$ cat src/rtl/retire_rat.sv
// rtl/retire_rat.sv - retirement register alias table and physical-register free list
// Commits install arch->phys mappings and recycle the previous phys reg to the rename allocator.
module retire_rat #(
  parameter int NUM_ARCH_REGS = 32,
  parameter int NUM_PHYS_REGS = 64,
  localparam int LA = $clog2(NUM_ARCH_REGS),
  localparam int LP = $clog2(NUM_PHYS_REGS),
  localparam int LC = LP + 1
) (
  input  logic          CLK,
  input  logic          RESET,
  input  logic          Commit_IN,
  input  logic          RegUpdate_IN,
  input  logic [LA-1:0] Arch_reg_IN,
  input  logic [LP-1:0] Phys_reg_IN,
  input  logic          Alloc_req_IN,
  output logic          Alloc_valid_OUT,
  output logic [LP-1:0] Alloc_phys_OUT,
  output logic [LC-1:0] Free_count_OUT,
  input  logic [LA-1:0] Rd_arch_IN,
  output logic [LP-1:0] Rd_phys_OUT,
  output logic          Error_OUT
);

  logic [LP-1:0] rat [NUM_ARCH_REGS];
  logic [LP-1:0] free_list [NUM_PHYS_REGS];
  logic [LP-1:0] head;
  logic [LP-1:0] tail;
  logic [LC-1:0] count;
  logic          error;

  logic [LP-1:0] old_phys;
  logic          commit_upd;
  logic          same_phys;
  logic          full;
  logic          empty;
  logic          push;
  logic          pop;
  logic          err_set;

  function automatic logic [LP-1:0] wrap_inc(input logic [LP-1:0] ptr);
    return (ptr == LP'(NUM_PHYS_REGS - 1)) ? '0 : ptr + 1'b1;
  endfunction

  assign old_phys   = rat[Arch_reg_IN];
  assign commit_upd = Commit_IN && RegUpdate_IN && (Arch_reg_IN != '0);
  assign same_phys  = commit_upd && (Phys_reg_IN == old_phys);
  assign full       = (count == LC'(NUM_PHYS_REGS));
  assign empty      = (count == '0);
  // A freed reg is never bypassed: pop decisions look only at the registered count.
  assign push       = commit_upd && !same_phys && !full;
  assign pop        = Alloc_req_IN && !empty;
  assign err_set    = same_phys || (commit_upd && !same_phys && full) || (Alloc_req_IN && empty);

  always_ff @(posedge CLK) begin
    if (RESET) begin
      for (int i = 0; i < NUM_ARCH_REGS; i++) begin
        rat[i] <= LP'(i);
      end
      for (int i = 0; i < NUM_PHYS_REGS; i++) begin
        free_list[i] <= (i < NUM_PHYS_REGS - NUM_ARCH_REGS) ? LP'(NUM_ARCH_REGS + i) : '0;
      end
      head  <= '0;
      tail  <= LP'(NUM_PHYS_REGS - NUM_ARCH_REGS);
      count <= LC'(NUM_PHYS_REGS - NUM_ARCH_REGS);
      error <= 1'b0;
    end else begin
      // The mapping still moves when only the push is dropped on a full list.
      if (commit_upd && !same_phys) begin
        rat[Arch_reg_IN] <= Phys_reg_IN;
      end
      if (push) begin
        free_list[tail] <= old_phys;
        tail            <= wrap_inc(tail);
      end
      if (pop) begin
        head <= wrap_inc(head);
      end
      count <= count + LC'(push) - LC'(pop);
      if (err_set) begin
        error <= 1'b1;
      end
    end
  end

  assign Alloc_valid_OUT = !empty;
  assign Alloc_phys_OUT  = free_list[head];
  assign Free_count_OUT  = count;
  assign Rd_phys_OUT     = rat[Rd_arch_IN];
  assign Error_OUT       = error;

endmodule
$ cat config.mk
export PLATFORM = sky130hd
export DESIGN_NAME = retire_rat
export DESIGN_NICKNAME = d
export VERILOG_FILES = /design/src/rtl/retire_rat.sv
export SDC_FILE = /design/constraint.sdc
export NUM_CORES = 1
export LEC_CHECK = 0
export ABC_AREA = 1
export BUFFER_PORTS_ARGS = -buffer_cell sky130_fd_sc_hd__clkbuf_2
export CORE_UTILIZATION = 45
export DETAILED_ROUTE_END_ITERATION = 12
export GPL_ROUTABILITY_DRIVEN = 1
export PLACE_DENSITY_LB_ADDON = 0.15
export SETUP_SLACK_MARGIN = 0.3
export SLEW_MARGIN = 10
export SYNTH_ARGS = -nofsm -noshare
export SYNTH_HDL_FRONTEND = slang
export SYNTH_SLANG_ARGS = --single-unit
$ cat constraint.sdc
create_clock -name CLK -period 8 [get_ports CLK]
set_input_delay 1.6 -clock CLK [delete_from_list [all_inputs] [get_ports CLK]]
set_output_delay 1.6 -clock CLK [all_outputs]
set_load 0.01 [all_outputs]
# Yosys cells after proc, flatten, opt, wreduce, memory -nomap -nowiden
# Memories as Yosys holds them, arrays and structs flattened. A register that Yosys moved wholly into a read port is not among the register bits.
# Index checks and enable logic that the tools add are counted.
word_totals:
  regBits: 20
  latchBits: 0
  ramBits: 576
  mem_bits_ro: 0
  input_bits: 21
  output_inout_bits: 21
  wordCells: 49
  mem_count: 2
mem_list:
  columns: ["name", "depth", "word_bits", "rd", "rd_clocked_by_memory_dff", "wr", "line_no", "rtl"]
  rows:
  - ["free_list", 64, 6, 1, 1, 64, "26", "logic [LP-1:0] free_list [NUM_PHYS_REGS];"]
  - ["rat", 32, 6, 2, 0, 32, "25", "logic [LP-1:0] rat [NUM_ARCH_REGS];"]
op_classes:
  addsub: 4
  n_mul: 0
  n_div: 0
  n_lt_le_gt_ge: 0
  n_eq_ne: 4
  shift: 0
  mux: 18
  bitwise_logic: 0
  reduce_logical: 17
ops:
  columns: ["operator", "count"]
  rows:
  - ["$mux W6", 7]
  - ["$add A6 B1 Y6 const B", 2]
  - ["$eq A6 B6 Y1 const B", 2]
  - ["$reduce_or A6 Y1", 2]
  - ["$mux W1", 10]
  - ["$logic_and A1 B1 Y1", 8]
  - ["$add A7 B1 Y7", 1]
  - ["$eq A7 B7 Y1 const B", 1]
  - ["$logic_not A7 Y1", 1]
  - ["$sub A7 B1 Y7", 1]
  - ["$eq A6 B6 Y1", 1]
  - ["$mux W5", 1]
  - ["$reduce_bool A5 Y1", 1]
  - ["$logic_not A1 Y1", 3]
  - ["$logic_or A1 B1 Y1", 2]

# Depth between registers and ports, before layout
logic_depth:
  depth_word: 11
  depth_mapped: 29
  depth_no_buf: 25

# Least setup slack after synthesis
# No wires, ideal clock.
synth_timing:
  kind: "input port to flip-flop"
  startpoint: "input port Arch_reg_IN[0]"
  endpoint: "register count[6] (netlist: Free_count_OUT[6])"
  setup_time_ps: 70
  t_arrival_ps: 4873
  required_time_ps: 7930
  setup_slack_ps: 3057
  path_stages: 29
  path_buffers: 4
  cell_sequence: "buf_4 inv_2 buf_2 buf_4 nand2_1 nand2_1 nand2_1 nand3_1 nand2_1 nand2_1 nor2_1 nand2_1 nand2_1 nand2_1 nor2_1 nand3_4 buf_4 nand3_2 xor2_1 ha_1 inv_1 fa_1 o31ai_1 inv_1 nor2_1 nor2_1 o21bai_1 o21ai_0 a21oi_1"
synth_via:
  elab_chain_cells: 8
  word_cells_on_any_way: 10
  cone_classes: "2 x add/sub; 1 x eq/ne; 6 x reduce/logical; 1 x memory"
synth_rtl:
  columns: ["item", "line_no", "rtl"]
  rows:
  - ["start: declaration", "14", "input logic [LA-1:0] Arch_reg_IN,"]
  - ["$mem_v2 Z32 W6 or $reduce_bool A5 Y1 (tied branches)", null, null]
  - ["$eq A6 B6 Y1 or $logic_and A1 B1 Y1 (tied branches)", "47, 46", null]
  - ["$logic_and A1 B1 Y1", "47", "assign same_phys = commit_upd && (Phys_reg_IN == old_phys);"]
  - ["$logic_not A1 Y1", "51", "assign push = commit_upd && !same_phys && !full;"]
  - ["$logic_and A1 B1 Y1 * (2 in a row)", "51", null]
  - ["$add A7 B1 Y7 *", "79", "count <= count + LC'(push) - LC'(pop);"]
  - ["$sub A7 B1 Y7 *", "79", null]
  - ["end signal: assignment", "65", "count <= LC'(NUM_PHYS_REGS - NUM_ARCH_REGS);"]
  - ["end signal: assignment", "79", null]
  - ["end: declaration", "29", "logic [LC-1:0] count;"]
# Mark *: on every way between the ends. The rest lies on a longest branch, timed or not.
# A chain may end at the register's enable or synchronous reset.

==> impl_metrics.yaml <==
yosys:
  syn_area_um2: 29900
  synth.distinct_cells: 38
  synth_seq_cells: 602
  synthCells: 3327
  ys_async_sr_fraction: 0
  yosysWarnings: 0
  synth_edf_count: 576
  ys_seq_area_frac: 0.596
  synthTopCellsByArea: "edfxtp_1 (58%), nand2_1 (9.5%), nor2_1 (8.5%), o21ai_0 (6.5%), nor3_1 (3.1%)"
  dominantRegCellSynth: "edfxtp_1"
  synth_top_area_cell: "edfxtp_1"
  synth.top_cell.area_share: 0.578
  synth.avg_cell_area_um2: 8.99
floorplan:
  placementRows: 94
  start_util: 0.455
  die_width_um: 260
  coreArea_um2: 65700
  die_h_um: 260
  die_area_um2: 67500
  ios: 42
clock_network:
  clockBufferDepth: 3
  hold_buffers: 0
  htree_levels: 3
  path_clk_slew_ns: 0.06
  numCtsBuffers: 67
  cts_tree: "yes"
  clockRootBuffer: "clkbuf_16"
  clk_latency_ns: 0.62
  cts_setup_buffers: 0
  cts_sinks: 602
  cts_resized: 0
placement:
  place_congestion: 0.948
  post_dp_cell_area_um2: 30600
  dp_hpwl_um: 59800
  place.detailed.instances: 4022
  port_buffers: 41
global_route:
  grt_use_met1: 0.368
  grt.met3_usage: 0.0395
  antenna_found_initial: 0
  grt_pass1_vias: 23447
  grt-busiest-layer: "met2"
  grt_max_degree: 84
  grt_pass1_wl_um: 141000
  grtUsageTotal: 0.275
  use_met2: 0.452
  grt-ovfl-total: 0
cells_and_area:
  regArea_um2: 17800
  syn_to_final_growth_pct: 9.52
  stdcell_count: 4141
  drive_above_1_share: 0.0714
  final_common_cell: "nand2_1"
  final_area_um2: 32700
  layout.cells.most_common_list: "nand2_1 (753), nor2_1 (674), edfxtp_1 (576), o21ai_0 (390), nor3_1 (186)"
  multi_input_area_um2: 10600
  fin_nets: 3259
  n_fill_cell: 6131
critical_path:
  worstPathMaxFanout: 45
  r2r_slack_ns: 3.63
  cp.arrival_ns: 6.41
  cpMostUsedCell: "nand2_1"
  critPathSlowestCell: "o21ai_0"
  endpoint_kind: "flop"
  critPathLaunchType: "input pin"
  path_depth: 15
  cp_top_family: "simple AND/OR/NAND/NOR gates"
  r2r_cells: 14
  worstSetupPathType: "input pin to flop"
  required_ns: 8.23
  critPathMaxStageDelay_ns: 1.23
  cp_num_buf_inv: 2
  crit_chain: "clkbuf_2, nor2_1, nand2_1, nand3_1, nand2_1, nand2_1, nor2_1, nand2_1, nand2_1, nand2_1, nor2_1, nand3_4, buf_4, nand4_1, o21ai_0"
power_and_ir_drop:
  p_leak_nw: 11.8
  p_total_mw: 7.81
  vdd_drop_max_v: 0.000248
  powerDensity_nw_per_um2: 239
sta:
  hold_violations: 0
  max-slew-margin-rel: 0.141
  fin_crit_ns: 6.18
  finClkSkew_ns: 0.0285
  max_freq_mhz: 162
  tns_ns: 0
  drv_slew: 0
  rsz0062_at_grt: "false"
  final.period_utilization: 0.772
  worst_slew_pin_slew_ns: 1.28
  setup_viol: 0
detailed_routing:
  viasPerCell: 5.97
  wl_um: 93300
  final_antenna_net_count: 0
  route.vias.total: 24741
  drc_errors: 0
  firstDrtPassIters: 6
  detail_route.iter0.violations: 2896
  wl_per_cell_um: 22.5
flow_run:
  drv_cap: 0
hold_path:
  hold_class: "flop to flop"
  hold_depth: 2
run_status:
  status: "finished, final reports clean"
## synthesized netlist by cell type, types with 2 or more instances
library cell	count
buf_1	8
dfxtp_1	26
clkinv_1	5
nand3_1	46
xor2_1	3
ha_1	10
o22ai_1	110
o31ai_1	2
nand2_1	753
nand2_2	3
nor3_2	3
clkbuf_1	225
a21oi_1	21
inv_1	114
nand4_1	32
nor3b_1	2
o311ai_0	2
inv_2	7
buf_4	7
o221ai_1	47
a31oi_1	6
nor3_1	186
o32ai_1	5
o21bai_1	4
o21ai_0	390
buf_2	29
nor2_1	676
nand4_2	10
edfxtp_1	576
a32oi_1	6
nand3_2	2
o211ai_1	5
## power breakdown
group	switching, mW	internal (mW)
logic	0.821	0.277
clock network	1.29	1.80
registers	0.0758	3.55
## registers in the layout, indices dropped and copies added, names as in the netlist, named ones only
| register | count |
|---|---|
| Free_count_OUT | 7 |
| head | 6 |
| Error_OUT | 1 |
| rat | 192 |
| tail | 6 |
| free_list | 384 |
## worst paths after layout
check / from / endpoint
setup / recovery: Arch_reg_IN[1] / free_list[52][0]$_SDFFCE_PN0P_
hold / removal: head[2]$_SDFFE_PP0P_ / flop
setup reg to reg: rat[29][2]$_SDFFCE_PN1P_ / free_list[52][0]$_SDFFCE_PN0P_
hold reg to reg: head[2]$_SDFFE_PP0P_ / flop
## stage by stage
stage | setup WS, ns | hold WS, ns | util
2_1_floorplan | 3.06 | 0.447 | -
3_3_place_gp | 1.20 | 0.470 | 0.465
3_5_place_dp | 1.35 | 0.470 | 0.465
4_1_cts | 2.00 | 0.482 | 0.498
5_1_grt | 1.64 | 0.506 | 0.498
6_report | 1.82 | 0.481 | 0.498
## routing by layer
layer / vias up / part of all wire
met1: 12093 / 0.41
li1: 11259 / -
met3: 197 / 0.076
met5: - / 0
met4: 0 / 0.035
met2: 1192 / 0.48
## area by class of cell
cell class	count	share of cell area
Antenna cell	1	0.0000764
Clock buffer	84	0.0547
Clock inverter	34	0.0116
Inverter	126	0.0146
Multi-Input combinational cell	2335	0.323
Sequential cell	602	0.544
Tap cell	864	0.0330
Timing Repair Buffer	95	0.0190
## cells by family (layout without fill, tap and decap cells)
family / after synthesis / count (layout) / synth area share
DFF: 602 / 602 / 0.596
AOI/OAI and AO/OA: 598 / 598 / 0.113
adders and majority gates: 11 / 11 / 0.00485
xor gates and xnor gates: 4 / 4 / 0.00117
other: 1 / 7 / 0.000125
and+or+nand+nor: 1716 / 1716 / 0.233
buffers and inverters: 395 / 339 / 0.0517
## worst reg2reg max path: cells and delay by family, from the launching register on
kind | cells | cell delay (ns)
compound gates | 2 | 1.33
buf+inv | 1 | 0.46
flops | 1 | 0.42
simple gates | 11 | 1.78
(Power assumes the default switching activity.)
